`src/rtl/mem_controller.sv`:
```
// Responder for the fetch and Memory-stage data ports: each 32-bit word access becomes
// two halfword cycles on a 16-bit asynchronous SRAM, with a one-entry fetch buffer.
`timescale 1ns/1ps

module mem_controller #(
    parameter int ADDR_W      = 18,
    parameter int WAIT_CYCLES = 0
) (
    input  logic              clock,
    input  logic              reset,
    input  logic              if_mc_en,
    input  logic [31:0]       if_mc_addr,
    output logic [31:0]       mc_if_data,
    input  logic              mem_mc_en,
    input  logic              mem_mc_rw,
    input  logic [31:0]       mem_mc_addr,
    input  logic [31:0]       mem_mc_data,
    output logic [31:0]       mc_mem_data,
    output logic              mc_stall,
    output logic [ADDR_W-1:0] sram_addr,
    output logic [15:0]       sram_dq_out,
    output logic              sram_dq_oe,
    input  logic [15:0]       sram_dq_in,
    output logic              sram_ce_n,
    output logic              sram_oe_n,
    output logic              sram_we_n,
    output logic              sram_ub_n,
    output logic              sram_lb_n
);

    localparam int         IDX_W     = ADDR_W - 1;
    localparam logic [2:0] WAIT_LOAD = 3'(WAIT_CYCLES);
    localparam bit         WE_SHORT  = (WAIT_CYCLES != 0);

    typedef enum logic [2:0] {
        IDLE,
        RD_LO,
        RD_HI,
        WR_LO,
        WR_HI
    } state_t;

    state_t state, state_next;

    logic [2:0]       cnt;
    logic             last;
    logic [IDX_W-1:0] if_idx;
    logic [IDX_W-1:0] mem_idx;
    logic [IDX_W-1:0] acc_idx;
    logic [31:0]      acc_data;
    logic             src_fetch;
    logic [15:0]      low_half;
    logic [IDX_W-1:0] fb_addr;
    logic             fb_valid;
    logic             fetch_req;
    logic             unused_addr_bits;

    // Byte-offset and out-of-range upper address bits carry no meaning here.
    assign if_idx           = if_mc_addr[ADDR_W:2];
    assign mem_idx          = mem_mc_addr[ADDR_W:2];
    assign unused_addr_bits = ^{if_mc_addr[31:ADDR_W+1], if_mc_addr[1:0],
                                mem_mc_addr[31:ADDR_W+1], mem_mc_addr[1:0]};

    assign fetch_req = if_mc_en & ~(fb_valid & (if_idx == fb_addr));
    assign last      = (cnt == 3'd0);

    // NOTE: sequential state uses non-blocking assignments so every register samples
    // the pre-edge values, independent of the order of statements or blocks.
    always_ff @(posedge clock) begin
        if (!reset) begin
            state <= IDLE;
        end else begin
            state <= state_next;
        end
    end

    // NOTE: every always_comb output gets a default first, so no path can leave
    // it unassigned and infer a latch.
    always_comb begin
        state_next = state;
        case (state)
            IDLE: begin
                if (mem_mc_en) begin
                    state_next = mem_mc_rw ? WR_LO : RD_LO;
                end else if (fetch_req) begin
                    state_next = RD_LO;
                end
            end
            RD_LO:   if (last) state_next = RD_HI;
            RD_HI:   if (last) state_next = IDLE;
            WR_LO:   if (last) state_next = WR_HI;
            WR_HI:   if (last) state_next = IDLE;
            default: state_next = IDLE;
        endcase
    end

    // The write strobe releases one cycle early when waits exist, giving address and
    // data hold margin; with no waits the strobe covers the single cycle.
    always_comb begin
        sram_ce_n  = 1'b1;
        sram_oe_n  = 1'b1;
        sram_we_n  = 1'b1;
        sram_dq_oe = 1'b0;
        case (state)
            RD_LO, RD_HI: begin
                sram_ce_n = 1'b0;
                sram_oe_n = 1'b0;
            end
            WR_LO, WR_HI: begin
                sram_ce_n  = 1'b0;
                sram_dq_oe = 1'b1;
                sram_we_n  = last & WE_SHORT;
            end
            default: ;
        endcase
        sram_ub_n = sram_ce_n;
        sram_lb_n = sram_ce_n;
        mc_stall  = (state != IDLE) | mem_mc_en | fetch_req;
    end

    // Request latching, halfword sequencing and output registers.
    always_ff @(posedge clock) begin
        if (!reset) begin
            cnt         <= 3'd0;
            acc_idx     <= '0;
            acc_data    <= '0;
            src_fetch   <= 1'b0;
            low_half    <= '0;
            fb_addr     <= '0;
            fb_valid    <= 1'b0;
            mc_if_data  <= '0;
            mc_mem_data <= '0;
            sram_addr   <= '0;
            sram_dq_out <= '0;
        end else begin
            case (state)
                IDLE: begin
                    if (mem_mc_en) begin
                        acc_idx   <= mem_idx;
                        acc_data  <= mem_mc_data;
                        src_fetch <= 1'b0;
                        cnt       <= WAIT_LOAD;
                        sram_addr <= {mem_idx, 1'b0};
                        if (mem_mc_rw) begin
                            sram_dq_out <= mem_mc_data[15:0];
                        end
                    end else if (fetch_req) begin
                        acc_idx   <= if_idx;
                        src_fetch <= 1'b1;
                        cnt       <= WAIT_LOAD;
                        sram_addr <= {if_idx, 1'b0};
                    end
                end
                RD_LO: begin
                    if (last) begin
                        low_half  <= sram_dq_in;
                        cnt       <= WAIT_LOAD;
                        sram_addr <= {acc_idx, 1'b1};
                    end else begin
                        cnt <= cnt - 3'd1;
                    end
                end
                RD_HI: begin
                    if (last) begin
                        if (src_fetch) begin
                            mc_if_data <= {sram_dq_in, low_half};
                            fb_addr    <= acc_idx;
                            fb_valid   <= 1'b1;
                        end else begin
                            mc_mem_data <= {sram_dq_in, low_half};
                        end
                    end else begin
                        cnt <= cnt - 3'd1;
                    end
                end
                WR_LO: begin
                    if (last) begin
                        sram_dq_out <= acc_data[31:16];
                        cnt         <= WAIT_LOAD;
                        sram_addr   <= {acc_idx, 1'b1};
                    end else begin
                        cnt <= cnt - 3'd1;
                    end
                end
                WR_HI: begin
                    if (last) begin
                        // A store over the buffered word must force a refetch.
                        if (fb_valid && (acc_idx == fb_addr)) begin
                            fb_valid <= 1'b0;
                        end
                    end else begin
                        cnt <= cnt - 3'd1;
                    end
                end
                default: ;
            endcase
        end
    end

endmodule

```
`config.mk`:
```
export PLATFORM = sky130hd
export DESIGN_NAME = mem_controller
export DESIGN_NICKNAME = d
export VERILOG_FILES = /design/src/rtl/mem_controller.sv
export SDC_FILE = /design/constraint.sdc
export NUM_CORES = 1
export LEC_CHECK = 0
export CORE_MARGIN = 8
export CORE_UTILIZATION = 34
export DETAILED_ROUTE_END_ITERATION = 10
export PLACE_DENSITY = 0.63
export SLEW_MARGIN = 10
export SYNTH_ARGS = -nofsm -noshare
export SYNTH_HDL_FRONTEND = slang
export SYNTH_SLANG_ARGS = --single-unit
```
`constraint.sdc`:
```
create_clock -name clock -period 2.5 [get_ports clock]
set_input_delay 0.25 -clock clock [delete_from_list [all_inputs] [get_ports clock]]
set_output_delay 0.25 -clock clock [all_outputs]
set_load 0.01 [all_outputs]
```
==> results of run 1 <==
==> synthesized netlist by cell type (2+ instances only) <==
cell type  count  area (um2)
nor3_2         3       30.03
buf_4          4       30.03
o21ai_2       10       87.58
nand2b_1       5       31.28
nor4_1         3       18.77
clkbuf_1      44       165.2
a31oi_1        2       12.51
xor2_1         7       61.31
nand4_1        7       43.79
buf_2          9       45.04
o21ai_1        8       40.04
buf_6          5       56.30
dfxtp_1      172        3443
buf_1          4       15.01
inv_1          6       22.52
o21ai_0        8       40.04
ha_1           2       25.02
mux2i_1       17       170.2
or3_4          2       22.52
nor3_1         4       20.02
a21oi_2        2       17.52
xnor2_1       27       236.5
nand3_1       22       110.1
a211oi_1      18       135.1
o2111ai_1      5       43.79
o2111ai_2     12       180.2
nor2_1        43       161.4
a311oi_1      16       140.1
nor2b_1        3       18.77
a21oi_1      117       585.6
nand2_1      286        1074
==> worst max-delay path: stages, from the launching register on <==
cell and delay [ns]:
dfxtp_1 0.40, xnor2_1 0.13, nand2_1 0.16, nor4_4 0.38, and2_2 0.21, nor2b_1 0.06
dlygate4sd2_1 0.28
==> sequential cells by signal, summed over array words and instances (netlist names), 3 cells and up <==
| signal | count |
|---|---|
| acc_idx | 17 |
| fb_addr | 17 |
| state | 3 |
| cnt | 3 |
| sram_addr | 18 |
| mc_mem_data | 32 |
| acc_data | 16 |
| sram_dq_out | 16 |
| low_half | 16 |
| mc_if_data | 32 |
==> path summary, 6_finish.rpt <==
| check | from | cells after the start | slack, ns | end |
|---|---|---|---|---|
| max | fb_addr[10]$_SDFFE_PN0P_ | 6 | 0.20 | mc_stall |
| min | mem_mc_data[22] | 3 | 0.38 | acc_data[22]$_SDFFE_PN0P_ |
| max reg2reg | state[2]$_SDFFE_PN0P_ | 7 | 0.43 | sram_addr[15]$_SDFFE_PN0P_ |
| min reg2reg | cnt[0]$_SDFFE_PN0P_ | 1 | 0.45 | cnt[0]$_SDFFE_PN0P_ |
==> final cells by class <==
class	instances	area [um2]
Inverter	7	28.78
Timing Repair Buffer	219	2171
Multi-Input combinational cell	639	3423
Fill cell	2067	10880
Clock buffer	18	429.2
Sequential cell	172	3445
Clock inverter	14	172.7
Tap cell	275	344.1
==> kinds of logic after synthesis <==
kind of cell	share of synthesized area
compound gates	0.1863
xor+xnor	0.04147
fa+ha+maj	0.003484
buf+inv	0.04704
flops	0.4795
mux	0.02370
simple gates	0.2185
==> power groups by stage <==
stage	clock (mW)	sequential (mW)	combinational, mW
2_1_floorplan	0	3.81	2.05
3_3_place_gp	0	3.73	3.68
3_5_place_dp	0	3.75	3.71
4_1_cts	2.72	3.69	3.72
5_1_grt	2.84	3.76	4.03
6_report	2.65	3.68	3.66
==> per-stage QoR <==
stage	cell area (um2)	hold WS (ns)	util	setup slack, ns
CTS	10010	0.3598	0.4794	0.1748
floorplan	7181	0.3860	-	0.7494
finish	10010	0.3766	0.4794	0.2017
global route	10010	0.3761	0.4794	0.08105
global placement	9398	0.4369	0.4499	0.006003
detailed placement	9398	0.4395	0.4499	-0.005663
==> layer usage <==
metal	vias to the layer above	global-route usage	routed length [um]
li1	3334	-	-
met1	3010	0.2185	10070
met2	191	0.2643	10300
met3	18	0.03665	1154
met4	0	0.05219	303
met5	-	0	0
==> cells in the final DEF, fill, tap and decap left out, types with 9 or more instances in the layout <==
master	Yosys	final
nand2_1	286	286
clkdlybuf4s50_1	0	190
dfxtp_1	172	171
a21oi_1	117	117
nor2_1	43	41
xnor2_1	27	27
buf_4	4	24
nand3_1	22	21
a211oi_1	18	18
mux2i_1	17	17
clkbuf_16	0	17
a311oi_1	16	16
o2111ai_2	12	12
o21ai_2	10	10
o21ai_1	8	9
==> repair_timing <==
| item | 4_1_cts | 5_1_grt |
|---|---|---|
| buffers inserted | 0 | 0 |
| gates resized for setup | 5 | 0 |
| setup endpoints to repair | 1 | 0 |
| endpoints found under the hold margin | 0 | 0 |
==> run_results.csv, run 1 <==
group,metric,value,unit
power_and_ir_drop,switchingPower,3.660,mW
sta,report.final.slew_viol_count,0,
finish,drive_above_1_share,0.09261,
sta,fmax,0.4351,GHz
run_status,status,"finished, final reports clean",
synth,yosys_warnings,0,
floorplan,dieWidth,161.3,um
worst_setup_path,crit_required,2.25,ns
route,drc,0,
finish,area_growth,39.45,%
clock_network,cts_buffer_depth,2,
worst_hold_path,min_path_type,"in2reg",
floorplan,die_h,161.3,um
synth,synth_edf_count,0,
worst_setup_path,arrival,2.05,ns
power_and_ir_drop,ir_drop,0.5615,mV
grt,grt_pass1_vias,6259,
place,port_buffers,191,
worst_setup_path,path_max_fanout,3,
clock_network,cts_tree,"built",
clock_network,clock_latency,0.42,ns
floorplan,die-area,0.02603,mm2
floorplan,core_area,0.02089,mm2
power_and_ir_drop,power_frac_clock,0.265,
grt,grt_first_pass_wirelength,34650,um
route,dr.first_iter.drc_count,331,
synth,synthesis.area,0.007181,mm2
power_and_ir_drop,p_int,6.334,mW
floorplan,rows,53,
power_and_ir_drop,seqPwrFrac,0.369,
worst_setup_path,crit_path_end_kind,"output port",
worst_setup_path,crit_type,"reg2out",
place,routabilityCongestion,0.8273,
grt,grt_max_degree,71,
sta,grt_setup_unrepaired,"false",
place,place_inst,1312,
power_and_ir_drop,p_leak,3.487,nW
synth,syn_inst,884,
clock_network,cts_buffers,17,
job,maxCapViolations,0,
sta,layout_min_cycle_time,2.298,ns
grt,gr-total-overflow,0,
route,routedWlPerCell,16.24,um
power_and_ir_drop,swShare,0.3663,
route,avgViaCountPerCell,4.876,
synth,ys_ff_latch,172,
synth,syn_area_per_cell,8.123,um2
power_and_ir_drop,powerDensity,998.1,mW/mm2
power_and_ir_drop,p_total,9.994,mW
clock_network,clockRootBuffer,"clkbuf_16",
route,via_count,6553,
sta,maxSlewHeadroom,0.5899,
sta,hold_viol,0,
finish,diodes,0,
route,wirelength,21830,um
synth,synth_fp_nets,1003,
worst_setup_path,critPathLaunchType,"flip-flop",
grt,grt_usage,0.1655,
sta,setup_tns,0,ns
place,dpl.hpwl,15680,um
floorplan,io_pins,222,
synth,synthFlopType,"dfxtp_1",
sta,fin_skew,0.01341,ns
clock_network,cts.sinks,172,
synth,ys_seq_area_frac,0.4795,
grt,antenna_found_initial,0,
synth,ys_async_sr_fraction,0,
sta,fin_crit_sh,0.9193,
floorplan,initial_core_util,0.3438,
route,drt_first_pass_iters,5,
route,antenna_left,0,
clock_network,cts.clk_slew.worst_paths,0.07,ns
sta,worst_pin_slew,0.6136,ns
clock_network,cts_hold_buf,0,
clock_network,htree_levels,4,
sta,setup_viol,0,
finish,nets,1175,
finish,final_cell_count_no_fill,1344,
power_and_ir_drop,p_comb_frac,0.366,
synth,synthDistinctLibCells,42,
Note: power is estimated with default switching activity, not from simulation.
==> run 2, diff against run 1 <==
REMOVE_ABC_BUFFERS = 1   (was not set)
==> run 2 against run 1 <==
  * Clock power increased by 3%
  * Utilization about the same
  * Worst setup slack got worse by 0.060 ns
  * Clock-buffer cell count decreased by 1
  * Non-clock buffer count decreased by 2
  * Sequential power about the same
  * Sequential cell count unchanged
  * Design area about the same
  * Die area unchanged
  * Critical path type unchanged
  * Largest power group unchanged
  * Highest routed layer is now met5
==> run_results.csv, run 2 (synthesis gave the netlist of run 1 again) <==
group,metric,value,unit
worst_setup_path,path_max_fanout,27,
worst_setup_path,crit_required,2.25,ns
finish,final_common_cell,"nand2_1",
sta,hold_viol,0,
route,avgViaCountPerCell,4.844,
sta,setup_viol,0,
clock_network,cts_buffer_depth,2,
finish,nets,1173,
finish,register_area,0.003443,mm2
worst_setup_path,arrival,2.11,ns
place,routabilityCongestion,0.7493,
grt,antenna_found_initial,1,
power_and_ir_drop,p_total,10.03,mW
power_and_ir_drop,powerDensity,1002,mW/mm2
sta,setup_tns,0,ns
clock_network,clock_latency,0.41,ns
sta,report.final.slew_viol_count,0,
finish,reg.largest.list,"mc_if_data x32, mc_mem_data x32, sram_addr x18",
clock_network,clockRootBuffer,"clkbuf_16",
grt,grt_usage,0.1598,
worst_setup_path,crit_path_end_kind,"output port",
grt,gr-total-overflow,0,
floorplan,dieWidth,161.3,um
floorplan,initial_core_util,0.3438,
sta,maxSlewHeadroom,0.5281,
job,maxCapViolations,0,
floorplan,io_pins,222,
sta,fin_ws,0.1421,ns
grt,grt_max_degree,64,
sta,worst_pin_slew,0.7061,ns
floorplan,rows,53,
route,drc,0,
route,dr.first_iter.drc_count,263,
worst_setup_path,max_stage_delay,0.53,ns
route,wirelength,20900,um
sta,grt_setup_unrepaired,"false",
grt,grt_pass1_vias,6374,
route,via_count,6500,
floorplan,core_area,0.02089,mm2
finish,drive_above_1_share,0.09278,
power_and_ir_drop,p_leak,3.491,nW
route,drt_first_pass_iters,4,
place,port_buffers,191,
finish,final_cell_mix,"nand2_1, clkdlybuf4s50_1, dfxtp_1",
sta,fmax,0.4241,GHz
floorplan,die_h,161.3,um
finish,multi_input_area,0.003430,mm2
worst_setup_path,crit_type,"reg2out",
run_status,status,"finished, final reports clean",
clock_network,cts_hold_buf,0,
worst_setup_path,cp_cell_sequence,"buf_4, nor2_1, nand2_1, nand2_1, inv_1, clkdlybuf4s50_1",
power_and_ir_drop,ir_drop,0.4628,mV
route,antenna_left,0,
finish,diodes,0,
finish,area_growth,39.38,%
sta,layout_min_cycle_time,2.358,ns
route,routedWlPerCell,15.57,um
clock_network,cts_tree,"built",
place,place_inst,1309,
place,dpl.hpwl,14390,um
sta,fin_skew,0.01006,ns
place,pre_cts_ws,0.01434,ns
worst_setup_path,critPathLaunchType,"flip-flop",
worst_setup_path,crit_top_cell,"nand2_1",
sta,whs,0.3277,ns
clock_network,htree_levels,4,
clock_network,cts.clk_slew.worst_paths,0.07,ns
worst_setup_path,critPathSlowestCell,"clkdlybuf4s50_1",
grt,grt_first_pass_wirelength,33840,um
sta,fin_crit_sh,0.9432,
finish,final_cell_count_no_fill,1342,
worst_hold_path,min_path_type,"in2reg",
floorplan,die-area,0.02603,mm2
finish,fillers,2096,
clock_network,cts.sinks,172,
clock_network,cts_buffers,17,
run 2: cell count changes in the layout (fill, tap and decap cells not counted), sizes merged:
cell / previous run / this run
inv: 14 / 12
clkdlybuf4s50: 190 / 189
clkbuf: 18 / 17
clkinvlp: 1 / 3
buf: 28 / 27
bufinv: 1 / 3
clkinv: 5 / 4
run 2: per-stage QoR:
step                cell area (um2)  utilization
floorplan                      6869            -
global placement               9373       0.4487
detailed placement             9373       0.4487
CTS                           10010       0.4791
global route                  10010       0.4791
finish                        10010       0.4791
run 2: timing repair:
action                                  4_1_cts  5_1_grt
endpoints found under the setup margin        2        0
gates resized for setup                       4        0
setup buffers                                 1        0
run 2: worst paths after layout:
kind / from / end / slack [ns] / cells after the start
max reg2reg: state[2]$_SDFFE_PN0P_ / low_half[13]$_SDFFE_PN0P_ / 0.27 / 7
max: state[1]$_SDFFE_PN0P_ / sram_we_n / 0.14 / 6
min reg2reg: sram_addr[15]$_SDFFE_PN0P_ / sram_addr[15]$_SDFFE_PN0P_ / 0.45 / 2
min: reset / state[0]$_SDFFE_PN0P_ / 0.33 / 3
run 2: metal layers:
layer / wire length [um] / share of wire / GRT usage
met1: 9681 / 0.46 / 0.2007
met5: 10 / 0.00048 / 0
met4: 217 / 0.010 / 0.04588
met3: 1056 / 0.051 / 0.04378
met2: 9933 / 0.48 / 0.2636
run 2: final cells by class:
class,count,share of cell area
Clock inverter,15,0.01863
Multi-Input combinational cell,639,0.3427
Inverter,7,0.002875
Tap cell,275,0.03438
Sequential cell,172,0.3440
Clock buffer,17,0.04251
Timing Repair Buffer,217,0.2149
run 2: report_power, final:
part / switching, mW / internal [mW]
clock: 1.15 / 1.59
combinational: 2.04 / 1.57
sequential: 0.378 / 3.30
total: 3.57 / 6.46
run 2: critical path: cells and delay by family, from the launching register on:
kind	cells	cell delay, ns
buffers and inverters	3	0.94
DFF	1	0.41
and+or+nand+nor	3	0.35
==> run 3, diff against run 2 <==
CELL_PAD_IN_SITES_DETAIL_PLACEMENT = 0   (was not set)
CELL_PAD_IN_SITES_GLOBAL_PLACEMENT = 2   (was not set)
CORE_MARGIN = not set   (was 8)
CORE_UTILIZATION = 26   (was 34)
PLACE_DENSITY = 0.81   (was 0.63)
==> run 3 against run 2 <==
  * Utilization decreased by 11 points
  * Fmax increased by 2.3%
  * Critical path depth decreased by 3
  * Worst setup slack improved by 0.052 ns
  * Wire length increased by 2.7%
  * Clock power decreased by 5%
  * Sequential share of layout area decreased by 0.11 points
  * Via count decreased by 0.69%
  * Clock-buffer cell count increased by 2
  * Sequential cell count unchanged
  * Register-to-register slack improved by 0.16 ns
  * Combinational power about the same
  * Critical endpoint is now sram_lb_n
==> run_results.csv, run 3 (synthesis gave the netlist of run 1 again) <==
group,metric,value,unit
place,routabilityCongestion,0.7244,
worst_setup_path,critPathLaunchType,"flip-flop",
finish,area_growth,39.94,%
power_and_ir_drop,p_leak,3.451,nW
sta,grt_setup_unrepaired,"false",
worst_setup_path,r2r_setup_slack,0.43,ns
worst_setup_path,crit_type,"reg2out",
sta,fin_skew,0.01969,ns
route,routedWlPerCell,15.25,um
worst_setup_path,crit_path_end_kind,"output port",
clock_network,clock_latency,0.43,ns
run_status,status,"finished, final reports clean",
finish,nets,1172,
sta,report.final.slew_viol_count,0,
worst_hold_path,min_path_type,"in2reg",
clock_network,cts_setup_buffers,0,
grt,grt_max_degree,70,
clock_network,cts.clk_slew.worst_paths,0.08,ns
clock_network,cts_tree,"built",
job,maxCapViolations,0,
route,drt_first_pass_iters,4,
finish,fillers,2828,
floorplan,io_pins,222,
worst_setup_path,path_max_fanout,11,
finish,stdcell_area,0.01005,mm2
power_and_ir_drop,powerDensity,988.6,mW/mm2
worst_setup_path,arrival,2.06,ns
clock_network,cts_buffer_depth,2,
route,via_count,6455,
grt,gr-total-overflow,0,
grt,grt_pass1_vias,6225,
finish,final_cell_mix,"nand2_1, clkdlybuf4s50_1, dfxtp_1",
grt,grt_first_pass_wirelength,34540,um
sta,hold_viol,0,
grt,antenna_found_initial,1,
route,avgViaCountPerCell,4.585,
floorplan,die_h,168.2,um
clock_network,cts.sinks,172,
power_and_ir_drop,ir_drop,0.4747,mV
floorplan,initial_core_util,0.2657,
finish,final_core_util,0.3718,
place,port_buffers,191,
floorplan,dieWidth,168.2,um
grt,grt_usage,0.1549,
route,antenna_left,0,
sta,maxSlewHeadroom,0.5853,
sta,fmax,0.4337,GHz
sta,setup_viol,0,
route,wirelength,21470,um
place,dpl.hpwl,14160,um
sta,fin_crit_sh,0.9222,
sta,layout_min_cycle_time,2.306,ns
finish,reg.largest.list,"mc_if_data x32, mc_mem_data x32, sram_addr x18",
sta,worst_pin_slew,0.6206,ns
finish,final_common_cell,"nand2_1",
floorplan,core_area,0.02703,mm2
place,dpl-instance-area,0.009470,mm2
finish,drive_above_1_share,0.09287,
floorplan,rows,60,
clock_network,htree_levels,4,
worst_setup_path,crit_required,2.25,ns
route,dr.first_iter.drc_count,328,
clock_network,clockRootBuffer,"clkbuf_16",
clock_network,cts_buffers,17,
route,drc,0,
floorplan,die-area,0.02829,mm2
-- run 3: changes by cell type in the layout (fill, tap and decap cells not counted), sizes merged --
cell    change
diode       +1
buf         -1
inv         +3
clkbuf      +2
clkinv      -2
bufinv      -3
-- run 3: critical path: stages, from the launching register on --
cell and delay (ns):
dfxtp_2 0.39, or3_4 0.43, nand2_1 0.22, clkdlybuf4s50_1 0.59
-- run 3: report_power, final --
| part | switching [mW] | internal [mW] |
|---|---|---|
| Combinational | 2.06 | 1.58 |
| Sequential | 0.394 | 3.30 |
| Clock | 1.25 | 1.35 |
| Total | 3.70 | 6.23 |
-- run 3: through the flow --
stage | hold slack [ns] | total power [mW] | setup slack (ns) | setup TNS [ns] | cells
after global placement | 0.4373 | 7.435 | 0.07189 | 0 | 1375
after global routing | 0.3299 | 10.62 | 0.05836 | 0 | 1407
after floorplan | 0.3843 | 5.605 | -0.4433 | -22.11 | 818
after detailed placement | 0.4430 | 7.475 | 0.08884 | 0 | 1375
after CTS | 0.2804 | 10.13 | 0.1322 | 0 | 1407
final | 0.2941 | 9.934 | 0.1944 | 0 | 1408
-- run 3: timing repair --
action	CTS	global route
resized for setup	3	1
pin swaps	0	0
setup endpoints to repair	1	1
hold buffers	0	0
-- run 3: layout make-up --
| type | instances | area, um2 | share of cell area |
|---|---|---|---|
| Sequential cell | 172 | 3446 | 0.3429 |
| Multi-Input combinational cell | 639 | 3415 | 0.3398 |
| Timing Repair Buffer | 216 | 2160 | 0.2149 |
| Clock buffer | 19 | 442.9 | 0.04408 |
| Tap cell | 341 | 426.7 | 0.04246 |
| Clock inverter | 13 | 127.6 | 0.01270 |
| Inverter | 7 | 28.78 | 0.002864 |
| Antenna cell | 1 | 2.502 | 0.0002490 |
-- run 3: worst paths after layout --
| path | startpoint | end | depth (start not counted) |
|---|---|---|---|
| setup reg to reg | cnt[0]$_SDFFE_PN0P_ | sram_dq_out[7]$_SDFFE_PN0P_ | 8 |
| hold reg to reg | sram_addr[17]$_SDFFE_PN0P_ | sram_addr[17]$_SDFFE_PN0P_ | 2 |
| hold / removal | reset | fb_addr[16]$_SDFFE_PN0P_ | 3 |
| setup / recovery | state[2]$_SDFFE_PN0P_ | sram_lb_n | 3 |
-- run 3: routing by layer --
| metal | part of all wire | wire length (um) | global-route usage |
|---|---|---|---|
| met1 | 0.51 | 10960 | 0.2188 |
| met4 | 0.012 | 259 | 0.04150 |
| met5 | 0.00061 | 13 | 0 |
| met3 | 0.040 | 850 | 0.03103 |
| met2 | 0.44 | 9391 | 0.2391 |
